`src/rtl/rotate_pkg.sv`:
```
// Shared constants for the rotation datapath: default coefficient table geometry
// and the coefficient loader FSM state encoding.
package rotate_pkg;

    localparam int ROT_ADDR_WIDTH = 8;
    localparam int ROT_DATA_WIDTH = 18;

    localparam logic [1:0] ST_IDLE   = 2'd0;
    localparam logic [1:0] ST_LOAD   = 2'd1;
    localparam logic [1:0] ST_VERIFY = 2'd2;
    localparam logic [1:0] ST_DONE   = 2'd3;

endpackage

```
`src/rtl/rotate_coef_chk.sv`:
```
// Read-back checker for the coefficient loader: sums written words, sweeps the RAM
// and compares sums. Only built when ROTATE_COEF_LOADER_VERIFY_EN is defined.
`ifdef ROTATE_COEF_LOADER_VERIFY_EN
module rotate_coef_chk #(
    parameter int ADDR_WIDTH = 8,
    parameter int DATA_WIDTH = 18,
    parameter int RD_LATENCY = 1
) (
    input  logic                  clk,
    input  logic                  tb_rst,
    input  logic                  clr,
    input  logic                  beat_vld,
    input  logic [DATA_WIDTH-1:0] beat_dat,
    input  logic                  go,
    output logic [ADDR_WIDTH-1:0] rd_addr,
    input  logic [DATA_WIDTH-1:0] rd_data,
    output logic                  chk_done,
    output logic                  chk_err
);

    localparam int SW = DATA_WIDTH + ADDR_WIDTH;
    localparam logic [ADDR_WIDTH:0] CNT_ONE = {{ADDR_WIDTH{1'b0}}, 1'b1};

    logic [SW-1:0]         wsum_q, wsum_d, rsum_q, rsum_d, rsum_next;
    logic [ADDR_WIDTH:0]   beats_q, beats_d, idx_q, idx_d;
    logic                  active_q, active_d, issue_last;
    logic [RD_LATENCY-1:0] pv_q, pv_d, pl_q, pl_d;
    logic                  chk_err_q, chk_err_d;

    assign rsum_next  = rsum_q + {{ADDR_WIDTH{1'b0}}, rd_data};
    assign issue_last = active_q && (idx_q == beats_q - CNT_ONE);
    assign chk_done   = pv_q[RD_LATENCY-1] & pl_q[RD_LATENCY-1];
    assign rd_addr    = idx_q[ADDR_WIDTH-1:0];
    assign chk_err    = chk_err_q;

    always_comb begin
        wsum_d    = wsum_q;
        rsum_d    = rsum_q;
        beats_d   = beats_q;
        idx_d     = idx_q;
        active_d  = active_q;
        chk_err_d = chk_err_q;
        pv_d      = pv_q;
        pl_d      = pl_q;

        if (clr) begin
            wsum_d    = '0;
            beats_d   = '0;
            chk_err_d = 1'b0;
        end else if (beat_vld) begin
            wsum_d  = wsum_q + {{ADDR_WIDTH{1'b0}}, beat_dat};
            beats_d = beats_q + CNT_ONE;
        end

        // go coincides with the final beat, so beats_q is complete once the sweep runs
        if (go) begin
            active_d = 1'b1;
            idx_d    = '0;
            rsum_d   = '0;
        end else if (active_q) begin
            idx_d = idx_q + CNT_ONE;
            if (issue_last) active_d = 1'b0;
        end

        pv_d[0] = active_q;
        pl_d[0] = issue_last;
        for (int i = 1; i < RD_LATENCY; i++) begin
            pv_d[i] = pv_q[i-1];
            pl_d[i] = pl_q[i-1];
        end

        if (pv_q[RD_LATENCY-1]) rsum_d = rsum_next;
        if (chk_done && (rsum_next != wsum_q)) chk_err_d = 1'b1;
    end

    always_ff @(posedge clk or posedge tb_rst) begin
        if (tb_rst) begin
            wsum_q    <= '0;
            rsum_q    <= '0;
            beats_q   <= '0;
            idx_q     <= '0;
            active_q  <= 1'b0;
            chk_err_q <= 1'b0;
            pv_q      <= '0;
            pl_q      <= '0;
        end else begin
            wsum_q    <= wsum_d;
            rsum_q    <= rsum_d;
            beats_q   <= beats_d;
            idx_q     <= idx_d;
            active_q  <= active_d;
            chk_err_q <= chk_err_d;
            pv_q      <= pv_d;
            pl_q      <= pl_d;
        end
    end

endmodule
`endif

```
`src/rtl/rotate_coef_loader.sv`:
```
// Fills the rotation coefficient RAM from a valid/ready stream; one write per handshake,
// 1-cycle write latency. Optional read-back verify under ROTATE_COEF_LOADER_VERIFY_EN.
module rotate_coef_loader
    import rotate_pkg::*;
#(
    parameter int ADDR_WIDTH = ROT_ADDR_WIDTH,
    parameter int DATA_WIDTH = ROT_DATA_WIDTH,
    parameter int RD_LATENCY = 1
) (
    input  logic                  clk,
    input  logic                  tb_rst,
    input  logic                  start,
    input  logic                  s_valid,
    output logic                  s_ready,
    input  logic [DATA_WIDTH-1:0] s_data,
    input  logic                  s_last,
    output logic                  wr_en,
    output logic [ADDR_WIDTH-1:0] wr_addr,
    output logic [DATA_WIDTH-1:0] wr_data,
    output logic                  busy,
    output logic                  done,
    output logic                  len_err
`ifdef ROTATE_COEF_LOADER_VERIFY_EN
    ,
    output logic [ADDR_WIDTH-1:0] rd_addr,
    input  logic [DATA_WIDTH-1:0] rd_data,
    output logic                  chk_err
`endif
);

    if (RD_LATENCY < 1 || RD_LATENCY > 2) begin : g_bad_latency
        $error("rotate_coef_loader: RD_LATENCY must be 1 or 2");
    end

    localparam logic [ADDR_WIDTH-1:0] LAST_ADDR = {ADDR_WIDTH{1'b1}};
    localparam logic [ADDR_WIDTH-1:0] ADDR_ONE  = {{(ADDR_WIDTH-1){1'b0}}, 1'b1};

    logic [1:0]            state_q, state_d;
    logic [ADDR_WIDTH-1:0] count_q, count_d;
    logic                  s_ready_q, s_ready_d;
    logic                  wr_en_q, wr_en_d;
    logic [ADDR_WIDTH-1:0] wr_addr_q, wr_addr_d;
    logic [DATA_WIDTH-1:0] wr_data_q, wr_data_d;
    logic                  busy_q, busy_d;
    logic                  done_q, done_d;
    logic                  len_err_q, len_err_d;

    logic hs, last_beat, final_beat, start_ok;

    assign hs         = s_valid & s_ready_q;
    assign last_beat  = (count_q == LAST_ADDR);
    assign final_beat = hs & (s_last | last_beat);
    assign start_ok   = start & (state_q == ST_IDLE);

`ifdef ROTATE_COEF_LOADER_VERIFY_EN
    logic chk_done;

    rotate_coef_chk #(
        .ADDR_WIDTH (ADDR_WIDTH),
        .DATA_WIDTH (DATA_WIDTH),
        .RD_LATENCY (RD_LATENCY)
    ) u_chk (
        .clk      (clk),
        .tb_rst   (tb_rst),
        .clr      (start_ok),
        .beat_vld (hs),
        .beat_dat (s_data),
        .go       (final_beat),
        .rd_addr  (rd_addr),
        .rd_data  (rd_data),
        .chk_done (chk_done),
        .chk_err  (chk_err)
    );
`endif

    always_comb begin
        state_d   = state_q;
        count_d   = count_q;
        wr_en_d   = 1'b0;
        wr_addr_d = wr_addr_q;
        wr_data_d = wr_data_q;
        len_err_d = len_err_q;

        case (state_q)
            ST_IDLE: begin
                if (start) begin
                    state_d   = ST_LOAD;
                    count_d   = '0;
                    len_err_d = 1'b0;
                end
            end
            ST_LOAD: begin
                if (hs) begin
                    wr_en_d   = 1'b1;
                    wr_addr_d = count_q;
                    wr_data_d = s_data;
                    if (final_beat) begin
`ifdef ROTATE_COEF_LOADER_VERIFY_EN
                        state_d = ST_VERIFY;
`else
                        state_d = ST_DONE;
`endif
                        // Early s_last or a missing s_last on the last address both end the load
                        len_err_d = len_err_q | (s_last ^ last_beat);
                    end else begin
                        count_d = count_q + ADDR_ONE;
                    end
                end
            end
`ifdef ROTATE_COEF_LOADER_VERIFY_EN
            ST_VERIFY: begin
                if (chk_done) state_d = ST_DONE;
            end
`endif
            ST_DONE: state_d = ST_IDLE;
            default: state_d = ST_IDLE;
        endcase

        s_ready_d = (state_d == ST_LOAD);
        busy_d    = (state_d != ST_IDLE);
        done_d    = (state_q == ST_DONE);
    end

    always_ff @(posedge clk or posedge tb_rst) begin
        if (tb_rst) begin
            state_q   <= ST_IDLE;
            count_q   <= '0;
            s_ready_q <= 1'b0;
            wr_en_q   <= 1'b0;
            wr_addr_q <= '0;
            wr_data_q <= '0;
            busy_q    <= 1'b0;
            done_q    <= 1'b0;
            len_err_q <= 1'b0;
        end else begin
            state_q   <= state_d;
            count_q   <= count_d;
            s_ready_q <= s_ready_d;
            wr_en_q   <= wr_en_d;
            wr_addr_q <= wr_addr_d;
            wr_data_q <= wr_data_d;
            busy_q    <= busy_d;
            done_q    <= done_d;
            len_err_q <= len_err_d;
        end
    end

    assign s_ready = s_ready_q;
    assign wr_en   = wr_en_q;
    assign wr_addr = wr_addr_q;
    assign wr_data = wr_data_q;
    assign busy    = busy_q;
    assign done    = done_q;
    assign len_err = len_err_q;

endmodule

```
`config.mk`:
```
export PLATFORM = sky130hd
export DESIGN_NAME = rotate_coef_loader
export DESIGN_NICKNAME = d
export VERILOG_FILES = /design/src/rtl/rotate_pkg.sv /design/src/rtl/rotate_coef_chk.sv /design/src/rtl/rotate_coef_loader.sv
export SDC_FILE = /design/constraint.sdc
export NUM_CORES = 1
export LEC_CHECK = 0
export BUFFER_PORTS_ARGS = -buffer_cell sky130_fd_sc_hd__buf_2
export CORE_ASPECT_RATIO = 1.25
export CORE_MARGIN = 5
export CORE_UTILIZATION = 25
export DETAILED_ROUTE_END_ITERATION = 10
export PLACE_DENSITY = 0.46
export RECOVER_POWER = 50
export SYNTH_ARGS = -nofsm -noshare
export SYNTH_HDL_FRONTEND = slang
export SYNTH_HIERARCHICAL = 1
export SYNTH_SLANG_ARGS = --single-unit
```
`constraint.sdc`:
```
create_clock -name clk -period 3.05 [get_ports clk]
set_clock_uncertainty 0.2 [all_clocks]
set_input_delay 0.305 -clock clk [delete_from_list [all_inputs] [get_ports clk]]
set_output_delay 0.305 -clock clk [all_outputs]
set_load 0.005 [all_outputs]
```
==> impl_metrics.json <==
{
  "grtUsageMet3": 0.0317,
  "drv_slew": 42,
  "ys_ff_latch": 41,
  "crit_path_max_incr_delay_ps": 430,
  "clock_path_buffers": 2,
  "area_growth_pct": 23.3,
  "worstPathCellList": "ha_1, nand2_1, or3_1, ha_1, nand4_4, a21oi_1, mux2_2",
  "die_h_um": 104,
  "crit_cells": 7,
  "rows": 34,
  "critical_path_buf_inv_count": 0,
  "clock.fmax_mhz": 421,
  "cap_violations": 1,
  "violations": "max-capacitance violations, max-slew violations",
  "power_mw": 1.72,
  "setup_viol": 0,
  "ys_seq_area_frac": 0.576,
  "place_hpwl_um": 2620,
  "cp-startpoint": "count_q[0]$_DFFE_PP0P_",
  "gp_congestion": 0.695,
  "gr-usage-met2": 0.142,
  "avgViaCountPerCell": 4.24,
  "netSwitchingFraction": 0.307,
  "top_usage_layer": "met2",
  "num_vias": 1187,
  "holdBufCountCts": 0,
  "clk_latency_ps": 280,
  "seqPwrFrac": 0.495,
  "cts_tree": "yes",
  "combinationalPowerShare": 0.307,
  "most-common-layout-cells": "50 x buf_2, 41 x dfrtp_1, 24 x mux2_2, 14 x nand2_1, 7 x inv_1",
  "cts_max_level": 2,
  "critical_path.slowest_cell": "dfrtp_1",
  "mappedNetlistArea_um2": 1780,
  "power_leakage_nw": 1.01,
  "p_per_area_nw_per_um2": 782,
  "cp.required_ps": 3030,
  "global_route.usage.met1": 0.101,
  "max_slew_margin": -0.0487,
  "dieArea_um2": 8930,
  "post_cts_buffers": 0,
  "cts_resized": 0,
  "cts_buffers": 5,
  "tightest_slew_ps": 1570,
  "min_period_ps": 2370,
  "yosysWarnings": 6,
  "nFillCells": 736,
  "track_usage": 0.0852,
  "dr.pass1.iters": 4,
  "syn_nets": 159,
  "synth_cells": 134,
  "drive_above_1_share": 0.453,
  "grt_pass1_vias": 1270,
  "end_kind": "register",
  "ys_types": 28,
  "drt-initial-drc-count": 51,
  "num_antenna_cells": 0,
  "core_um2": 6980,
  "crit_top_cell": "ha_1",
  "rsz0062_at_grt": "no",
  "cts.sinks": 41,
  "grt_pass1_wl_um": 6170,
  "min-delay-start": "s_data[10]",
  "ant_nets": 0,
  "ir_drop_mv": 0.276,
  "clock-root-buffer": "clkbuf_8",
  "nNetsFinal": 214,
  "antenna_found_initial": 0,
  "overflow": 0,
  "io_buffers": 53,
  "final_common_cell": "buf_2",
  "crit_type": "register to register",
  "min_period_over_period": 0.778,
  "hold_class": "input port to register",
  "start_util": 0.255,
  "worst-r2r-cell-count": 7,
  "fin_setup_tns_ps": 0,
  "cp_top_family": "simple AND/OR/NAND/NOR gates",
  "grt_start_max_net_pins": 42,
  "hold_viol_final": 0,
  "switchingPower_mw": 0.526,
  "clkPwrFrac": 0.199,
  "drc_errors": 0,
  "clk_pin_slew_ps": 80,
  "ioPinCount": 54,
  "avgSynthCellArea_um2": 13.3,
  "internal_power_mw": 1.19,
  "path_max_fanout": 8,
  "start_kind": "register",
  "arrival_ps": 2350,
  "hold_depth": 2,
  "die_x_um": 85.5,
  "status": "complete, but fails checks",
  "finalWirelength_um": 3580,
  "r2r_start": "count_q[0]$_DFFE_PP0P_",
  "wire_per_inst_um": 12.8
}
## layout make-up
cell class                      instances  area (um^2)  area share
Sequential cell                        41         1030       0.467
Tap cell                               90          113      0.0513
Clock buffer                            8         80.1      0.0364
Inverter                                7         26.3      0.0120
Multi-Input combinational cell         79          676       0.308
Timing Repair Buffer                   55          277       0.126
## cells by family (layout without fill, tap and decap cells)
group / count (synthesis) / in the layout / share of synthesized area
AND/OR/NAND/NOR: 36 / 36 / 0.118
multiplexers: 30 / 30 / 0.185
adder cells (fa/ha/maj): 2 / 2 / 0.0140
AO/OA/AOI/OAI: 11 / 11 / 0.0618
flip-flops: 41 / 41 / 0.576
buffers and inverters: 14 / 70 / 0.0449
## stage by stage
stage | hold slack, ps | std cells | util | setup WS, ps | area (um^2)
2_1_floorplan | 250 | 134 | - | 838 | 1780
3_3_place_gp | 277 | 272 | 0.304 | 715 | 2120
3_5_place_dp | 282 | 272 | 0.304 | 676 | 2120
4_1_cts | 31.7 | 280 | 0.315 | 657 | 2200
5_1_grt | 24.8 | 280 | 0.315 | 511 | 2200
6_report | 44.5 | 280 | 0.315 | 677 | 2200
## cell usage after synthesis (all sizes together)
master | instances | area (um^2)
nor2b | 1 | 6.26
dfrtp | 41 | 1030
nor2 | 5 | 18.8
ha | 2 | 25.0
nand3 | 1 | 5.00
or3 | 1 | 6.26
nor3 | 1 | 5.00
inv | 7 | 26.3
nand4 | 2 | 27.5
nand2b | 5 | 31.3
o21a | 1 | 7.51
nand4bb | 1 | 11.3
nand2 | 14 | 52.6
nor3b | 1 | 7.51
a21oi | 2 | 10.0
a2111oi | 2 | 55.1
o21ai | 3 | 15.0
buf | 7 | 53.8
o211ai | 1 | 7.51
a211oi | 2 | 15.0
nand4b | 2 | 23.8
mux2 | 24 | 270
mux2i | 6 | 60.1
or3b | 1 | 8.76
and2 | 1 | 6.26
## flip-flops by register name, indices dropped and copies added, names as in the netlist
name     cells
state_q      2
s_ready      1
busy         1
wr_addr      8
wr_data     18
count_q      8
done         1
len_err      1
wr_en        1
## per-layer routing
layer  vias up  routed length, um
li1        570                  -
met1       583               1570
met2        30               1760
met3         4                212
met4         0                 42
met5         -                  0
## path summary, 6_finish.rpt
kind                                            to  slack [ps]
setup reg to reg            count_q[0]$_DFFE_PP0P_         680
setup / recovery            count_q[0]$_DFFE_PP0P_         680
max in group asynchronous          wr_en$_DFF_PP0_        1440
hold / removal             wr_data[10]$_DFFE_PP0P_          40
min in group asynchronous   wr_data[1]$_DFFE_PP0P_         280
hold reg to reg             wr_addr[1]$_DFFE_PP0P_         290
## power groups by stage
| stage | logic (mW) | clock network, mW | registers, mW |
|---|---|---|---|
| 2_1_floorplan | 0.311 | 0 | 0.858 |
| 3_5_place_dp | 0.547 | 0 | 0.863 |
| 6_report | 0.527 | 0.341 | 0.849 |
| 3_3_place_gp | 0.541 | 0 | 0.859 |
| 5_1_grt | 0.591 | 0.387 | 0.882 |
| 4_1_cts | 0.548 | 0.365 | 0.853 |
## worst register-to-register path, stage by stage, from the launching register on
cell,delay (ps)
dfrtp_1,430
ha_1,230
nand2_1,190
or3_1,140
ha_1,220
nand4_4,210
a21oi_1,280
mux2_2,360
No activity file was read; power rests on OpenSTA's default activity.
